File: src/rtl/mult32x32_seq.sv
// mult32x32_seq: operand sequencer in front of a fixed-latency 32x32 multiplier.
// Operand pairs are buffered in a small FIFO. Each pair is held stable on
// mult_a/mult_b for a whole run. The product is captured LAT cycles after the
// start pulse into a valid/ready result register.
//
// Parameters: DEPTH (FIFO entries, power of two 2..8), LAT (start-to-product cycles).
// Optional feature: define MULT_SEQ_CHECK_EN to enable the sticky mult_busy
// profile checker on err. Without the macro, err is tied to 0.
//
// Ports:
//   clk, reset_n                  clock, async active-low reset
//   in_valid/in_ready/in_a/in_b   operand pair input (in_ready combinational)
//   mult_start/mult_a/mult_b      start pulse and operands to the multiplier
//   mult_busy/mult_product        multiplier status and product
//   out_valid/out_ready/out_product  captured result
//   err                           sticky busy-profile error
module mult32x32_seq #(
  parameter int unsigned DEPTH = 2,
  parameter int unsigned LAT   = 9
) (
  input  logic        clk,
  input  logic        reset_n,
  input  logic        in_valid,
  output logic        in_ready,
  input  logic [31:0] in_a,
  input  logic [31:0] in_b,
  output logic        mult_start,
  output logic [31:0] mult_a,
  output logic [31:0] mult_b,
  input  logic        mult_busy,
  input  logic [63:0] mult_product,
  output logic        out_valid,
  input  logic        out_ready,
  output logic [63:0] out_product,
  output logic        err
);

  localparam int unsigned PW   = $clog2(DEPTH);
  localparam int unsigned CNTW = $clog2(DEPTH + 1);
  localparam int unsigned CW   = $clog2(LAT + 1);

  typedef enum logic [1:0] {S_IDLE, S_RUN, S_HOLD} state_t;

  state_t          r_state, w_state_nxt;
  logic [CW-1:0]   r_cnt, w_cnt_nxt;
  logic            r_start, w_start_nxt;
  logic [31:0]     r_mult_a, r_mult_b;
  logic            r_out_valid;
  logic [63:0]     r_out_product;
  logic [31:0]     r_mem_a [DEPTH];
  logic [31:0]     r_mem_b [DEPTH];
  logic [PW-1:0]   r_wr_ptr, r_rd_ptr;
  logic [CNTW-1:0] r_count;
  logic            w_push, w_pop, w_capture, w_slot_free;

  assign in_ready    = (r_count != CNTW'(DEPTH));
  assign w_push      = in_valid && in_ready;
  assign w_slot_free = !r_out_valid || out_ready;

  // Next-state and control decode
  always_comb begin
    w_state_nxt = r_state;
    w_cnt_nxt   = r_cnt;
    w_start_nxt = 1'b0;
    w_pop       = 1'b0;
    w_capture   = 1'b0;
    case (r_state)
      S_IDLE: begin
        if (r_count != '0) begin
          w_pop       = 1'b1;
          w_start_nxt = 1'b1;
          w_cnt_nxt   = '0;
          w_state_nxt = S_RUN;
        end
      end
      S_RUN: begin
        if (r_cnt == CW'(LAT)) begin
          if (w_slot_free) begin
            w_capture   = 1'b1;
            w_state_nxt = S_IDLE;
          end else begin
            w_state_nxt = S_HOLD;
          end
        end else begin
          w_cnt_nxt = r_cnt + CW'(1);
        end
      end
      S_HOLD: begin
        if (w_slot_free) begin
          w_capture   = 1'b1;
          w_state_nxt = S_IDLE;
        end
      end
      default: w_state_nxt = S_IDLE;
    endcase
  end

  // State, counter and operand registers
  always_ff @(posedge clk or negedge reset_n) begin
    if (!reset_n) begin
      r_state  <= S_IDLE;
      r_cnt    <= '0;
      r_start  <= 1'b0;
      r_mult_a <= '0;
      r_mult_b <= '0;
    end else begin
      r_state <= w_state_nxt;
      r_cnt   <= w_cnt_nxt;
      r_start <= w_start_nxt;
      if (w_pop) begin
        r_mult_a <= r_mem_a[r_rd_ptr];
        r_mult_b <= r_mem_b[r_rd_ptr];
      end
    end
  end

  // FIFO storage (no reset needed; occupancy is tracked by r_count)
  always_ff @(posedge clk) begin
    if (w_push) begin
      r_mem_a[r_wr_ptr] <= in_a;
      r_mem_b[r_wr_ptr] <= in_b;
    end
  end

  // FIFO pointers and occupancy; pointers wrap naturally as DEPTH is a power of two
  always_ff @(posedge clk or negedge reset_n) begin
    if (!reset_n) begin
      r_wr_ptr <= '0;
      r_rd_ptr <= '0;
      r_count  <= '0;
    end else begin
      if (w_push) r_wr_ptr <= r_wr_ptr + PW'(1);
      if (w_pop)  r_rd_ptr <= r_rd_ptr + PW'(1);
      case ({w_push, w_pop})
        2'b10:   r_count <= r_count + CNTW'(1);
        2'b01:   r_count <= r_count - CNTW'(1);
        default: r_count <= r_count;
      endcase
    end
  end

  // Result register: a capture wins over a simultaneous drain
  always_ff @(posedge clk or negedge reset_n) begin
    if (!reset_n) begin
      r_out_valid   <= 1'b0;
      r_out_product <= '0;
    end else if (w_capture) begin
      r_out_valid   <= 1'b1;
      r_out_product <= mult_product;
    end else if (out_ready) begin
      r_out_valid <= 1'b0;
    end
  end

  assign mult_start  = r_start;
  assign mult_a      = r_mult_a;
  assign mult_b      = r_mult_b;
  assign out_valid   = r_out_valid;
  assign out_product = r_out_product;

`ifdef MULT_SEQ_CHECK_EN
  // Busy is expected high for cnt 1..LAT-2 of a run and low everywhere else
  logic w_busy_exp;
  logic r_err;
  assign w_busy_exp = (r_state == S_RUN) && (r_cnt >= CW'(1)) && (r_cnt <= CW'(LAT - 2));

  always_ff @(posedge clk or negedge reset_n) begin
    if (!reset_n) r_err <= 1'b0;
    else          r_err <= r_err | (mult_busy != w_busy_exp);
  end

  assign err = r_err;
`else
  logic w_unused_busy;
  assign w_unused_busy = mult_busy;
  assign err           = 1'b0;
`endif

endmodule

File: config.mk
export PLATFORM = sky130hd
export DESIGN_NAME = mult32x32_seq
export DESIGN_NICKNAME = d
export VERILOG_FILES = /design/src/rtl/mult32x32_seq.sv
export SDC_FILE = /design/constraint.sdc
export NUM_CORES = 1
export LEC_CHECK = 0
export CELL_PAD_IN_SITES_DETAIL_PLACEMENT = 0
export CELL_PAD_IN_SITES_GLOBAL_PLACEMENT = 2
export CORE_MARGIN = 10
export CORE_UTILIZATION = 30
export CTS_BUF_LIST = sky130_fd_sc_hd__clkbuf_2 sky130_fd_sc_hd__clkbuf_4 sky130_fd_sc_hd__clkbuf_8
export CTS_CLUSTER_DIAMETER = 120
export CTS_CLUSTER_SIZE = 28
export DETAILED_ROUTE_END_ITERATION = 10
export PLACE_DENSITY = 0.69
export SYNTH_ARGS = -nofsm -noshare
export SYNTH_HDL_FRONTEND = slang
export SYNTH_SLANG_ARGS = --single-unit
File: constraint.sdc
create_clock -name clk -period 4.28 [get_ports clk]
set_input_delay 0.428 -clock clk [delete_from_list [all_inputs] [get_ports clk]]
set_output_delay 0.428 -clock clk [all_outputs]
set_load 0.1 [all_outputs]
==> impl_metrics.toml <==
[worst_hold_path]
hp-class = "in -> async"

[global_routing]
grt_pass1_vias = 5868
use_met2 = 0.173
busiest_layer = "met2"
grt_max_degree = 77
met3_usage = 0.0562
grtUsageTotal = 0.116
met1_usage = 0.152
grt_overflow_total = 0
grt_pass1_wl_um = 37300
antenna_found_initial = 3

[timing]
period_needed_ns = 2.88
fin_skew_ns = 0.0193
max_freq_mhz = 347
slew_violations = 0
finalCritPeriodShare = 0.673
grt_setup_unrepaired = "no"
max_slew_margin = 0.278
setup_viol_count_final = 0
tightest_slew_ns = 1.08
hold_viol = 0
final.setup.tns_ns = 0

[synth]
synth_area_per_cell_um2 = 16.1
synth-edff-count = 128
synthArstFlopShare = 0.522
synthFlopType = "dfrtp_1"
ys_seq_elements = 268
syn_area_mm2 = 0.00983
synth_top_cell_area_share = 0.391
yosysUniqueCellTypes = 30
yosys_warnings = 0
synth_nets = 749
yosysTopAreaCell = "edfxtp_1"
ys_seq_area_frac = 0.748
synth_area_leaders = "edfxtp_1, dfrtp_1, mux2_2"
synthCells = 610

[outcome]
outcome = "completed"

[finish]
layout_common_cells = "clkdlybuf4s50_1, dfrtp_1, edfxtp_1"
finalCoreUtilization = 0.407
mostFrequentLayoutCell = "clkdlybuf4s50_1"
seqCellArea_mm2 = 0.00735
drive_above_1_share = 0.109
area_growth_pct = 34.4
finalInstanceArea_mm2 = 0.0132
multi_input_area_mm2 = 0.00233
fillCellCount = 3035
nets = 1005

[place]
place_area_mm2 = 0.0129
gp_congestion = 0.694
port_buffers = 262
dpl.hpwl_um = 16300

[floorplan]
dieArea_mm2 = 0.0404
start_util = 0.303
die_w_um = 201
core_mm2 = 0.0325
die_y_um = 201
row_count = 66
io_pins = 265

[setup_path]
worst-setup-path-type = "reg -> out"
cp-end-kind = "output port"
crit_chain = "nand2b_1 -> clkdlybuf4s50_1"
critPathBufInv = 1
slowest_stage = "clkdlybuf4s50_1"
slowest_delay_ns = 1.18
crit_required_ns = 3.85
crit_family = "buffers and inverters"
critical_path.max_fanout = 5
worstPathArrival_ns = 2.45
startpoint_type = "register"

[routing]
viasPerCell = 4.31
first_pass_iters = 4
drt_iter0_drc = 261
wl_um = 24200
ant_nets = 0
post_drt_wl_per_cell_um = 18.4
drc = 0
vias = 5674

[clocking]
clockRootBuffer = "clkbuf_8"
ctsResizeCount = 0
cts_tree = "yes"
cts_sinks = 268
cts_max_level = 1
cts.clk_slew.worst_paths_ns = 0.16
cts-buffers-inserted = 13
clk_latency_ns = 0.54
cts_max_path_buffers = 3

[flow_run]
drv_cap = 0
[cells in the mapped netlist, types with 6 or more instances]
cell	instances
dfrtp_1	140
buf_2	13
o21ai_0	71
edfxtp_1	128
clkbuf_1	9
mux2i_1	64
nand3_1	6
ha_1	6
nand2_1	68
buf_4	7
mux2_2	60
[path summary, 6_finish.rpt]
path | depth (start not counted) | startpoint | to | slack [ns]
max | 2 | r_count[0] | in_ready | 1.40
min | 2 | reset_n | out_product[46] | 0.43
max reg2reg | 6 | r_state[1] | out_product[24] | 1.74
min reg2reg | 2 | mult_b[24] | mult_b[24] | 0.50
max in group asynchronous | 3 | reset_n | out_product[52] | 2.89
min in group clk | 1 | in_a[5] | r_mem_a[1][5] | 0.45
[registers in the layout (all words and copies together), names as in the netlist]
register,cells
mult_b,32
mult_start,1
r_state,2
r_mem_b,64
mult_a,32
r_cnt,4
r_wr_ptr,1
r_count,2
r_mem_a,64
out_product,64
out_valid,1
r_rd_ptr,1
[cell families (layout without fill, tap and decap cells)]
kind of cell / count (synthesis) / count (layout) / synth area share
compound gates: 76 / 76 / 0.0416
xor+xnor: 5 / 5 / 0.00446
fa+ha+maj: 6 / 6 / 0.00764
buf+inv: 34 / 296 / 0.0173
flops: 268 / 268 / 0.748
mux: 129 / 129 / 0.140
other cells: 1 / 4 / 0.000382
simple gates: 91 / 91 / 0.0411
[per-layer routing]
| metal | vias up | share of wire |
|---|---|---|
| li1 | 2692 | - |
| met1 | 2755 | 0.44 |
| met2 | 210 | 0.43 |
| met3 | 17 | 0.12 |
| met4 | 0 | 0.011 |
| met5 | - | 0 |
[stage by stage]
| stage | setup WS [ns] | std cells | hold slack, ns |
|---|---|---|---|
| floorplan | 0.645 | 610 | 0.132 |
| global placement | 1.78 | 1292 | 0.462 |
| detailed placement | 1.76 | 1292 | 0.469 |
| CTS | 1.33 | 1314 | 0.393 |
| global route | 1.27 | 1314 | 0.390 |
| finish | 1.40 | 1317 | 0.432 |
[area by class of cell]
class,instances,share of cell area
Clock buffer,19,0.0170
Multi-Input combinational cell,308,0.177
Inverter,5,0.00142
Timing Repair Buffer,270,0.204
Tap cell,442,0.0419
Clock inverter,2,0.00123
Antenna cell,3,0.000569
Sequential cell,268,0.557
[repair_timing]
item | 4_1_cts | 5_1_grt
buffers inserted | 0 | 0
hold endpoints to repair | 64 | 0
hold buffers | 1 | 0
Power is not shown: default switching activity piles up to over one toggle a cycle in this logic, so the estimate is an artifact.
